===== config.mk =====
export PLATFORM = sky130hd
export DESIGN_NAME = input_conditioner
export DESIGN_NICKNAME = d
export VERILOG_FILES = /design/src/rtl/input_conditioner.sv
export SDC_FILE = /design/constraint.sdc
export NUM_CORES = 1
export LEC_CHECK = 0
export BUFFER_PORTS_ARGS = -buffer_cell sky130_fd_sc_hd__buf_2
export CAP_MARGIN = 10
export CORE_UTILIZATION = 50
export DETAILED_ROUTE_END_ITERATION = 10
export PLACE_DENSITY = 0.78
export SLEW_MARGIN = 0
export SYNTH_ARGS = -nofsm -noshare
export SYNTH_HDL_FRONTEND = slang
export SYNTH_SLANG_ARGS = --single-unit

===== constraint.sdc =====
create_clock -name clk -period 2.72 [get_ports clk]
set_input_delay 0.136 -clock clk [delete_from_list [all_inputs] [get_ports clk]]
set_output_delay 0.136 -clock clk [all_outputs]
set_load 0.03 [all_outputs]

===== src/rtl/input_conditioner.sv =====
// Conditions the game's raw push-buttons and guess switches: reset and input
// synchronization, per-button debounce with single-cycle press pulses, and a
// grouped debounce of the 4-bit switch bank.
module input_conditioner #(
  parameter int unsigned DEBOUNCE_CYCLES = 1000000,
  parameter int unsigned CNT_W           = $clog2(DEBOUNCE_CYCLES + 1)
) (
  input  logic       clk,
  input  logic       rst_n,
  input  logic       btn_submit,
  input  logic       btn_next,
  input  logic [3:0] sw,
  output logic [3:0] data,
  output logic       submit,
  output logic       nextLevel
);

  localparam int unsigned NBTN = 2;
  localparam int unsigned SW_W = 4;
  localparam int unsigned NSYN = NBTN + SW_W;
  // Count value at which one more mismatching clock completes the debounce
  localparam logic [CNT_W-1:0] CNT_LAST = CNT_W'(DEBOUNCE_CYCLES - 1);

  // Reset synchronizer: asserts asynchronously, releases on a clock edge
  logic [1:0] rst_sync_q;
  logic       rst_int_n;

  always_ff @(posedge clk or negedge rst_n) begin
    if (!rst_n) begin
      rst_sync_q <= '0;
    end else begin
      rst_sync_q <= {rst_sync_q[0], 1'b1};
    end
  end

  assign rst_int_n = rst_sync_q[1];

  // Two-flop synchronizers, bit order {btn_next, btn_submit, sw[3:0]}
  logic [NSYN-1:0] meta_q;
  logic [NSYN-1:0] sync_q;
  logic [NBTN-1:0] btn_sync;
  logic [SW_W-1:0] sw_sync;

  always_ff @(posedge clk or negedge rst_int_n) begin
    if (!rst_int_n) begin
      meta_q <= '0;
      sync_q <= '0;
    end else begin
      meta_q <= {btn_next, btn_submit, sw};
      sync_q <= meta_q;
    end
  end

  assign btn_sync = sync_q[NSYN-1:SW_W];
  assign sw_sync  = sync_q[SW_W-1:0];

  // Debounce state; button index 0 is submit, index 1 is next-level
  logic [NBTN-1:0][CNT_W-1:0] btn_cnt_q, btn_cnt_d;
  logic [NBTN-1:0]            btn_deb_q, btn_deb_d;
  logic [NBTN-1:0]            btn_prev_q;
  logic [CNT_W-1:0]           sw_cnt_q, sw_cnt_d;
  logic [SW_W-1:0]            sw_deb_q, sw_deb_d;

  // Per-button counters: run while input disagrees, flip state on the last count
  always_comb begin
    btn_cnt_d = '0;
    btn_deb_d = btn_deb_q;
    for (int unsigned i = 0; i < NBTN; i++) begin
      if (btn_sync[i] != btn_deb_q[i]) begin
        if (btn_cnt_q[i] == CNT_LAST) begin
          btn_deb_d[i] = ~btn_deb_q[i];
        end else begin
          btn_cnt_d[i] = btn_cnt_q[i] + CNT_W'(1);
        end
      end
    end
  end

  // Switch bank debounced as a group; loads whichever vector is present on settle
  always_comb begin
    sw_cnt_d = '0;
    sw_deb_d = sw_deb_q;
    if (sw_sync != sw_deb_q) begin
      if (sw_cnt_q == CNT_LAST) begin
        sw_deb_d = sw_sync;
      end else begin
        sw_cnt_d = sw_cnt_q + CNT_W'(1);
      end
    end
  end

  // Press pulses; a next-level press colliding with a submit press is deferred one cycle
  logic [NBTN-1:0] btn_rise;
  logic            submit_q, submit_d;
  logic            next_q, next_d;
  logic            pend_q, pend_d;
  logic [SW_W-1:0] data_q;

  always_comb begin
    btn_rise = btn_deb_q & ~btn_prev_q;
    submit_d = btn_rise[0];
    next_d   = (pend_q | btn_rise[1]) & ~btn_rise[0];
    pend_d   = btn_rise[0] ? (pend_q | btn_rise[1]) : (pend_q & btn_rise[1]);
  end

  // Core state registers; data is staged once so it lines up with the pulse path
  always_ff @(posedge clk or negedge rst_int_n) begin
    if (!rst_int_n) begin
      btn_cnt_q  <= '0;
      btn_deb_q  <= '0;
      btn_prev_q <= '0;
      sw_cnt_q   <= '0;
      sw_deb_q   <= '0;
      submit_q   <= 1'b0;
      next_q     <= 1'b0;
      pend_q     <= 1'b0;
      data_q     <= '0;
    end else begin
      btn_cnt_q  <= btn_cnt_d;
      btn_deb_q  <= btn_deb_d;
      btn_prev_q <= btn_deb_q;
      sw_cnt_q   <= sw_cnt_d;
      sw_deb_q   <= sw_deb_d;
      submit_q   <= submit_d;
      next_q     <= next_d;
      pend_q     <= pend_d;
      data_q     <= sw_deb_q;
    end
  end

  assign data      = data_q;
  assign submit    = submit_q;
  assign nextLevel = next_q;

endmodule

==> metrics, run 1 <==
Tcrit/Tclk final approximately 83%; DRC viols 0; P_int around 0.0021 W; first-pass GRT wire length around 12 mm; number of synthesized flops with an enable pin 0; CTS Buffer Depth 2; FFs w/ async S/R, synth 100%; Peak VDD IR 0.000317 V; leak pwr approximately 1.9 nW; clk slew on worst S/H paths roughly 0.08 ns; final-report hold violation count 0; max-cap viol count 0; critical path endpoint category register; critical path type register to register; final wirelength roughly 6.7 mm; post-synthesis simple-gate area fraction between 20% and 30%; clk sinks 89; Synth Flop Type dfrtp_1; share of layout cells above drive strength 1 between 10% and 20%; Worst-Margin Slew roughly 1.1 ns; Worst R2R Start sw_cnt_q[12]$_DFF_PN0_; Final TNS setup 0 ns; XOR/XNOR Fraction of Synth Area around a tenth; Hold WC Path Type input port to async pin; largest family of logic cells by synthesized area simple AND/OR/NAND/NOR gates; post-synthesis mux area share 1.74%; Hold Slack 0.0931 ns; crit path buf inv count 0; worst-path maximum fanout 6; Post-Synth Adder-Cell Area 1.23%; CTS root buffer clkbuf_8; Core ar. 7370 um2; Gate power share 4.7%; I/O pins 14; Slowest cell on crit path or4_4; Final Power 0.00266 W; 1st-pass router iterations 4; Detailed Place HPWL approximately 4.5 mm; compound-cell area share of the yosys netlist just under 6%; skew final 0.00713 ns; vias in the first global route roughly 2700; Net count, final between 300 and 400; Max Slew Vio Count 0; Synth area leader dfrtp_1; num rows 31; Die ar. just over 8000 um2; PwrDens slightly above 600 nW/um2; pin count of the biggest net entering global routing 88; Post-CTS Repair Setup Buffers 0; Initial Utilization between 50% and 60%; wire per inst 13.7 um; antenna diode count 0; critical path required time a little under 3 ns; min cycle time layout between 2 and 2.5 ns; Clk pwr share around two fifths; Post-Synthesis Cells between 300 and 400; placer congestion estimate 0.776; gr ovfl total 0; Slew HR between 20% and 30%; dpl cells around 470; TritonCTS clock tree yes; Sw Share between 20 and 25%; CP arrival around 2.5 ns; Critical Path Start sw_cnt_q[12]$_DFF_PN0_; total CTS buffers 9; Yosys cell types 35; sw power ~0.0006 W; Final Util between 50% and 60%; Flop pwr share 55.0%; synth top area cells dfrtp_1, xor2_1, nor2_1, xnor2_1, nand3_1; Clk Latency, worst-skew pair about 0.36 ns; Fill cells 630; vias per cell between 5 and 6; Max Freq between 400 and 500 MHz; RSZ-0062 raised after global routing false; top cell type's share of synthesized area roughly 57%; post-synthesis cell area about 3900 um2; CP top delay family simple AND/OR/NAND/NOR gates; port buffer count 13; Synth Register Bits 89; via count about 2700; final setup violation count 0; Area Overhead vs Synth 12.5%; Mapped Nets between 300 and 400; crit-path cells or4b_1 -> or4_4 -> nor3_2 -> mux2_1; status finished clean; Non-Filler Instances about 490; Die W 90.0 um; chip height about 90 um; Routed Antenna Nets 0; H-tree depth 3; Mean Syn Cell Area 10.7 um2; gr usage total ~18%; CP Launch Type register; register area share after synthesis roughly 57%; reg-to-reg setup timing slack approximately 0.46 ns; CP peak stage delay 0.53 ns; DR iter-0 viols between 100 and 150; Syn. warnings 0; initial antenna violation count 0
==> synth_stat cells (2+ instances only) <==
library cell / count
o31ai_1: 9
dfrtp_1: 89
mux2_1: 4
nor2b_1: 2
mux2_2: 2
o21ai_0: 8
a21oi_1: 17
nand3_1: 23
nor3_1: 9
xnor2_1: 21
and3_1: 5
or4_1: 14
or2_2: 4
ha_1: 3
a31o_2: 2
clkbuf_1: 8
nor4_1: 7
nand2_1: 16
nand4_1: 12
inv_1: 12
and4_1: 3
xor2_1: 22
or3_1: 9
nor2_1: 49
==> logic make-up (layout without fill, tap and decap cells) <==
kind of cell               Yosys count  after routing
AOI/OAI and AO/OA                   37             37
xor gates and xnor gates            43             43
adders and majority gates            4              4
buffers and inverters               21             49
DFF                                 89             89
muxes                                6              6
other                                1              1
and+or+nand+nor                    160            160
==> per-stage QoR <==
stage	instance area (um2)	setup slack (ns)
finish	4360	0.465
global placement	4040	0.542
CTS	4360	0.449
detailed placement	4040	0.456
global route	4360	0.375
floorplan	3870	0.0575
==> sequential cells by signal, indices dropped and copies added, names as in the netlist, 2 cells and up <==
register / count
sw_deb_q: 4
btn_prev_q: 2
btn_cnt_q: 40
btn_deb_q: 2
data: 4
meta_q: 6
sync_q: 6
rst_sync_q: 2
sw_cnt_q: 20
==> final cells by class <==
class	count	area [um2]	area share (%)
repair buffers	21	143	3.27
clock inverters	6	115	2.64
well taps	99	124	2.84
clock buffers	10	128	2.93
inverters	12	45.0	1.03
flip-flops and latches	89	2230	51.2
multi-input cells	251	1570	36.1
==> per-layer routing <==
layer / vias to the layer above / global-route usage (%) / share of wire [%]
met1: 1333 / 21.7 / 44
li1: 1325 / - / -
met3: 14 / 5.16 / 3.6
met5: - / 0 / 0
met2: 43 / 31.6 / 50
met4: 0 / 6.18 / 1.9
==> cells in the final DEF (no fill, tap or decap), drive strengths merged, types with 2 or more instances in the layout <==
master,instances
a21oi,17
a31o,2
and3,5
and4,3
buf,14
bufinv,3
clkbuf,10
dfrtp,89
dlygate4sd3,7
ha,3
inv,13
mux2,6
nand2,16
nand3,23
nand4,12
nor2,49
nor2b,2
nor3,10
nor4,7
o21ai,8
o31ai,9
or2,4
or3,9
or4,15
xnor2,21
xor2,22
==> final timing paths <==
kind	end	cells past startpoint
max	sw_deb_q[0]$_DFFE_PN0P_	4
min	rst_sync_q[1]$_DFF_PN0_	2
max reg2reg	sw_deb_q[0]$_DFFE_PN0P_	4
min reg2reg	sync_q[2]$_DFF_PN0_	0
max in group asynchronous	submit$_DFF_PN0_	0
min in group clk	sync_q[2]$_DFF_PN0_	0
==> worst register-to-register path, cell delays in order, from the launching register on <==
cell     delay, ns
dfrtp_1       0.45
or4b_1        0.52
or4_4         0.53
nor3_2        0.29
mux2_1        0.37
==> power groups by stage <==
stage	Sequential (W)	Clock, W	Combinational [W]
after floorplan	0.00147	0	0.0000949
after global placement	0.00149	0	0.000111
after detailed placement	0.00149	0	0.000119
after CTS	0.00147	0.00110	0.000127
after global routing	0.00148	0.00115	0.000148
final	0.00147	0.00107	0.000125
==> timing repair <==
action | in CTS | in global routing
hold buffers | 7 | 0
endpoints found under the hold margin | 8 | 0
gates resized for setup | 0 | 0
(Power assumes the default switching activity.)
==> inputs of run 2 (changes only) <==
ABC_AREA = 1   (was unset)
clock period = 1.8 ns   (was 2.72 ns; I/O delays follow)
==> metrics, run 2 <==
Post-Synthesis Cells 549 (+52%); worst-path maximum fanout 4 (-2); crit-path cells ha_1 -> nand3_2 -> inv_1 -> nand2_1 -> o21ai_1 -> nand3_1 -> nor2_1; wire per inst 13.1 um (-4.3%); status finished clean; Mean Syn Cell Area 8.03 um2 (-25%); Max Freq 634 MHz (+43%); CP top delay family simple AND/OR/NAND/NOR gates; Synth Flop Type dfrtp_1; max layer used met4; Core ar. 8380 um2 (+14%); via count 3621 (+33%); register area share after synthesis 50.5% (-7.0 points); CP peak stage delay 0.42 ns (-0.11 ns); Met3 Wirelength 282 um (+17%); Net count, final 593 (+50%); Yosys cell types 30 (-14%); DRC viols 0 (unchanged); vias per cell 5.23 (-5.9%); num rows 33 (+6.5%); critical path endpoint category register; number of synthesized flops with an enable pin 0 (unchanged); largest registers btn_cnt_q x40, sw_cnt_q x20; Tcrit/Tclk final 87.6% (+4.7 points); CP Launch Type register; I/O pins 14 (unchanged); 1st-pass router iterations 5 (+1); gr usage total 22.3% (+4.1 points); final-report hold violation count 0 (unchanged); critical path required time 2.10 ns (-0.86 ns); antenna diode count 0 (unchanged); initial antenna violation count 0 (unchanged); Detailed Place HPWL 6.36 mm (+42%); clk sinks 89 (unchanged); PwrDens 781 nW/um2 (+28%); crit path buf inv count 1 (+1); min cycle time layout 1.58 ns (-0.678 ns); total CTS buffers 9 (unchanged); TritonCTS clock tree yes; Non-Filler Instances 692 (+42%); DR iter-0 viols 176 (+29%); Peak VDD IR 0.000489 V (+54%); Synth Register Bits 89 (unchanged); Fill cells 749 (+19%); most frequent cells in the layout nor2_1, nand2_1, dfrtp_1; top cell type's share of synthesized area 50.5% (-7.0 points); max-cap viol count 0 (unchanged); post-synthesis cell area 4410 um2 (+14%); Largest Register btn_cnt_q; Final TNS setup 0 ns (unchanged); first-pass GRT wire length 15.7 mm (+32%); Die W 95.9 um (+6.6%); leak pwr 2.32 nW (+24%); most common cell in the synthesized netlist nor2_1; Routed Antenna Nets 0 (unchanged); H-tree depth 3 (unchanged); M1 wire length 4.18 mm (+42%); Synth area leader dfrtp_1; skew final 0.0196 ns (+0.0125 ns); Clk Latency, worst-skew pair 0.38 ns (+0.02 ns); final setup violation count 0 (unchanged); gr ovfl total 0 (unchanged); critical path type register to register; Mapped Nets 560 (+51%); commonest non-fill, non-tap cell in the layout nor2_1; Post-CTS Repair Setup Buffers 0 (unchanged); pin count of the biggest net entering global routing 36 (-59%); clk slew on worst S/H paths 0.11 ns (+0.03 ns); dpl cells 669 (+44%); final wirelength 9.05 mm (+36%); RSZ-0062 raised after global routing false; vias in the first global route 3415 (+26%); area taken by multi-input logic gates 1950 um2 (+24%); placer congestion estimate 0.932 (+20%); Die ar. 9200 um2 (+14%); Max Slew Vio Count 0 (unchanged); wire length on met2 4.36 mm (+30%); synth cell count leaders nor2_1, nand2_1, dfrtp_1; Slowest cell on crit path dfrtp_1; Area Overhead vs Synth 11.5%; chip height 95.9 um (+6.6%); CTS Buffer Depth 2 (unchanged); share of layout cells above drive strength 1 10.4% (-0.41 points); CTS root buffer clkbuf_8; max reg flops 40 (unchanged); FFs w/ async S/R, synth 100% (unchanged); Initial Utilization 52.6% (+0.056 points); Hold WC Path Type input port to async pin; synth top area cells dfrtp_1, nor2_1, nand2_1, inv_1, nand3_1; register area 2230 um2 (unchanged); Syn. warnings 0 (unchanged); CP arrival 1.88 ns (-0.61 ns); port buffer count 13 (unchanged)
-- run 2: cell count changes after synthesis, sizes merged, moves of 6 or more --
| cell | before | now |
|---|---|---|
| mux2 | 6 | 0 |
| o31ai | 9 | 0 |
| clkbuf | 8 | 1 |
| nand2 | 16 | 129 |
| nor4 | 7 | 0 |
| inv | 12 | 60 |
| nand3 | 23 | 45 |
| xnor2 | 21 | 14 |
| nor2 | 49 | 142 |
| or3 | 9 | 0 |
| a21oi | 17 | 8 |
| or4 | 15 | 0 |
-- run 2: final cells by class --
cell class | count | share of cell area, %
Clock inverter | 7 | 1.37
Timing Repair Buffer | 24 | 3.87
Clock buffer | 9 | 2.52
Inverter | 60 | 4.58
Sequential cell | 89 | 45.4
Multi-Input combinational cell | 398 | 39.6
Tap cell | 105 | 2.67
-- run 2: layer usage --
layer | vias up | GRT usage [%]
li1 | 1788 | -
met1 | 1739 | 29.0
met2 | 75 | 36.5
met3 | 19 | 3.48
met4 | 0 | 10.9
met5 | - | 0
-- run 2: worst paths after layout --
path                                    startpoint                      end  slack, ns  cells past startpoint
max in group asynchronous  rst_sync_q[1]$_DFF_PN0_   btn_cnt_q[5]$_DFF_PN0_       0.99                      1
setup / recovery             sw_cnt_q[0]$_DFF_PN0_   sw_cnt_q[16]$_DFF_PN0_       0.22                      7
hold reg to reg            rst_sync_q[1]$_DFF_PN0_      meta_q[3]$_DFF_PN0_       0.29                      0
min in group clk                             sw[0]      meta_q[0]$_DFF_PN0_       0.35                      2
setup reg to reg             sw_cnt_q[0]$_DFF_PN0_   sw_cnt_q[16]$_DFF_PN0_       0.22                      7
hold / removal                               rst_n  rst_sync_q[1]$_DFF_PN0_       0.05                      2
-- run 2: logic make-up (layout without fill, tap and decap cells) --
group	after synthesis	count (layout)	synth area share (%)
other cells	1	1	0.0850
flops	89	89	50.5
simple gates	343	343	34.4
compound gates	20	20	2.44
fa+ha+maj	3	3	0.851
buf+inv	62	100	5.36
xor+xnor	31	31	6.33
-- run 2: where the power goes --
group | leakage [nW] | switching, W | internal, W | total (W)
Clock | 0.0962 | 0.000830 | 0.000543 | 0.00137
Combinational | 1.03 | 0.000158 | 0.000121 | 0.000279
Sequential | 1.20 | 0.000102 | 0.00208 | 0.00219
-- run 2: per-stage QoR --
stage	power [W]	setup WS [ns]	utilization (%)	hold slack (ns)	cell area, um2
after CTS	0.00387	0.258	58.7	0.0150	4920
after global routing	0.00401	0.116	58.7	0.0548	4920
after detailed placement	0.00250	0.295	55.5	-0.124	4650
final	0.00384	0.222	58.7	0.0536	4920
after floorplan	0.00240	0.298	-	-0.206	4410
after global placement	0.00248	0.327	55.5	-0.126	4650
-- run 2: what timing repair did --
item	CTS	global route
hold endpoints to repair	8	0
resized for setup	0	0
hold buffers	7	0
endpoints found under the setup margin	0	0
-- run 2: worst register-to-register path, cell delays in order, from the launching register on --
cell	delay [ns]
dfrtp_1	0.42
ha_1	0.24
nand3_2	0.17
inv_1	0.14
nand2_1	0.11
o21ai_1	0.19
nand3_1	0.10
nor2_1	0.13
==> inputs of run 3 (changes only) <==
CELL_PAD_IN_SITES_DETAIL_PLACEMENT = 0   (was unset)
CELL_PAD_IN_SITES_GLOBAL_PLACEMENT = 1   (was unset)
CORE_UTILIZATION = 42   (was 50)
PLACE_DENSITY = 0.84   (was 0.78)
SETUP_SLACK_MARGIN = 0.4   (was unset)
==> metrics, run 3 (same netlist as run 2, synthesis figures left out) <==
worst-path maximum fanout 4 (unchanged); H-tree depth 3 (unchanged); Die W 104 um (+8.9%); Hold WC Path Type register to async pin; Max Freq 755 MHz (+19%); critical path required time 2.06 ns (-0.04 ns); Final TNS setup 0 ns (unchanged); CP Launch Type register; pin count of the biggest net entering global routing 30 (-17%); 1st-pass router iterations 4 (-1); clk slew on worst S/H paths 0.09 ns (-0.02 ns); critical path endpoint category register; port buffer count 13 (unchanged); wire per inst 12.0 um (-8.2%); Routed Antenna Nets 0 (unchanged); Clk Latency, worst-skew pair 0.37 ns (about the same); I/O pins 14 (unchanged); Initial Utilization 43.1% (-9.5 points); RSZ-0062 raised after global routing true; M1 wire length 4.22 mm (+1.0%); Hold Slack 0.256 ns (+0.203 ns); skew final 0.0121 ns (-0.00752 ns); Largest Register btn_cnt_q; Core ar. 10200 um2 (+22%); gr ovfl total 0 (unchanged); first-pass GRT wire length 15.7 mm (-0.22%); critical path type register to register; share of layout cells above drive strength 1 21.6% (+11 points); max-cap viol count 0 (unchanged); Die ar. 10900 um2 (+19%); num rows 37 (+12%); Peak VDD IR 0.000436 V (-11%); Max Slew Vio Count 0 (unchanged); DR iter-0 viols 168 (-4.5%); leak pwr 2.46 nW (+5.7%); CP arrival 1.58 ns (-0.30 ns); final wirelength 9.06 mm (+0.21%); final setup violation count 0 (unchanged); antenna diode count 0 (unchanged); Final WS setup 0.476 ns (+0.254 ns); CTS root buffer clkbuf_8; dpl cells 703 (+5.1%); status finished clean; commonest non-fill, non-tap cell in the layout nand2_1; clk sinks 89 (unchanged); vias per cell 4.79 (-8.5%); initial antenna violation count 0 (unchanged); via count 3615 (-0.17%); Net count, final 625 (+5.4%); total CTS buffers 9 (unchanged); max reg flops 40 (unchanged); min cycle time layout 1.32 ns (-0.254 ns); PwrDens 715 nW/um2 (-8.4%); DRC viols 0 (unchanged); gr usage total 18.0% (-4.4 points); Area Overhead vs Synth 23.0%; Non-Filler Instances 755 (+9.1%); Detailed Place HPWL 6.41 mm (+0.83%); placer congestion estimate 0.888 (-4.7%); largest registers btn_cnt_q x40, sw_cnt_q x20; most frequent cells in the layout nand2_1, nor2_1, dfrtp_1; vias in the first global route 3419 (+0.12%); Met3 Wirelength 367 um (+30%); Final Util 53.0% (-5.6 points); max layer used met4; Tcrit/Tclk final 73.5% (-14 points); Fill cells 946 (+26%); final-report hold violation count 0 (unchanged); Place WS 0.239 ns (-0.0557 ns); CTS Buffer Depth 2 (unchanged); chip height 104 um (+8.9%); wire length on met2 4.37 mm (+0.23%); TritonCTS clock tree yes
-- run 3: cell count changes in the layout (fill, tap and decap cells not counted), sizes merged --
| cell | previous run | this run |
|---|---|---|
| buf | 17 | 48 |
| dlygate4sd3 | 7 | 8 |
| clkinv | 1 | 0 |
| clkbuf | 9 | 11 |
| inv | 65 | 61 |
| clkinvlp | 1 | 4 |
-- run 3: worst paths after layout --
check	from	to	slack, ns	cells past startpoint
min reg2reg	rst_sync_q[1]$_DFF_PN0_	btn_deb_q[1]$_DFFE_PN0P_	0.26	0
max	btn_cnt_q[21]$_DFF_PN0_	btn_cnt_q[38]$_DFF_PN0_	0.48	8
min in group clk	sw[2]	meta_q[2]$_DFF_PN0_	0.35	2
max reg2reg	btn_cnt_q[21]$_DFF_PN0_	btn_cnt_q[38]$_DFF_PN0_	0.48	8
min	rst_sync_q[1]$_DFF_PN0_	btn_deb_q[1]$_DFFE_PN0P_	0.26	0
max in group asynchronous	rst_sync_q[1]$_DFF_PN0_	sw_cnt_q[7]$_DFF_PN0_	0.97	1
-- run 3: power breakdown --
group	internal (W)	leakage, nW	switching (W)
registers	0.00208	1.19	0.000116
clock network	0.000581	0.0842	0.000734
logic	0.000181	1.18	0.000182
-- run 3: layout make-up --
class                   count  area (um2)  share of cell area, %
repair buffers             56         420                   7.75
multi-input cells         398        2180                   40.2
clock buffers              11         151                   2.79
inverters                  60         225                   4.15
flip-flops and latches     89        2240                   41.2
well taps                 136         170                   3.14
clock inverters             5        38.8                  0.715
-- run 3: layer usage --
layer / up-vias / GRT usage (%)
li1: 1848 / -
met1: 1704 / 23.9
met2: 55 / 28.8
met3: 8 / 4.89
met4: 0 / 5.10
met5: - / 0
-- run 3: critical path: stages, from the launching register on --
cell	delay, ns
dfrtp_1	0.42
ha_4	0.17
nand3_4	0.10
inv_2	0.08
nand3b_1	0.15
nor2_1	0.14
nand2_1	0.05
nand2_1	0.06
nor2_1	0.04
-- run 3: timing repair --
item | CTS | global route
gates resized for setup | 16 | 49
endpoints found under the hold margin | 8 | 0
endpoints found under the setup margin | 38 | 54
gates cloned | 0 | 0
pin swaps | 2 | 18
hold buffers | 8 | 0
setup buffers | 3 | 25
-- run 3: metrics by stage --
step	power [W]	area (um2)
floorplan	0.00241	4410
global placement	0.00248	4700
detailed placement	0.00248	4700
CTS	0.00387	5080
global route	0.00406	5420
finish	0.00388	5420
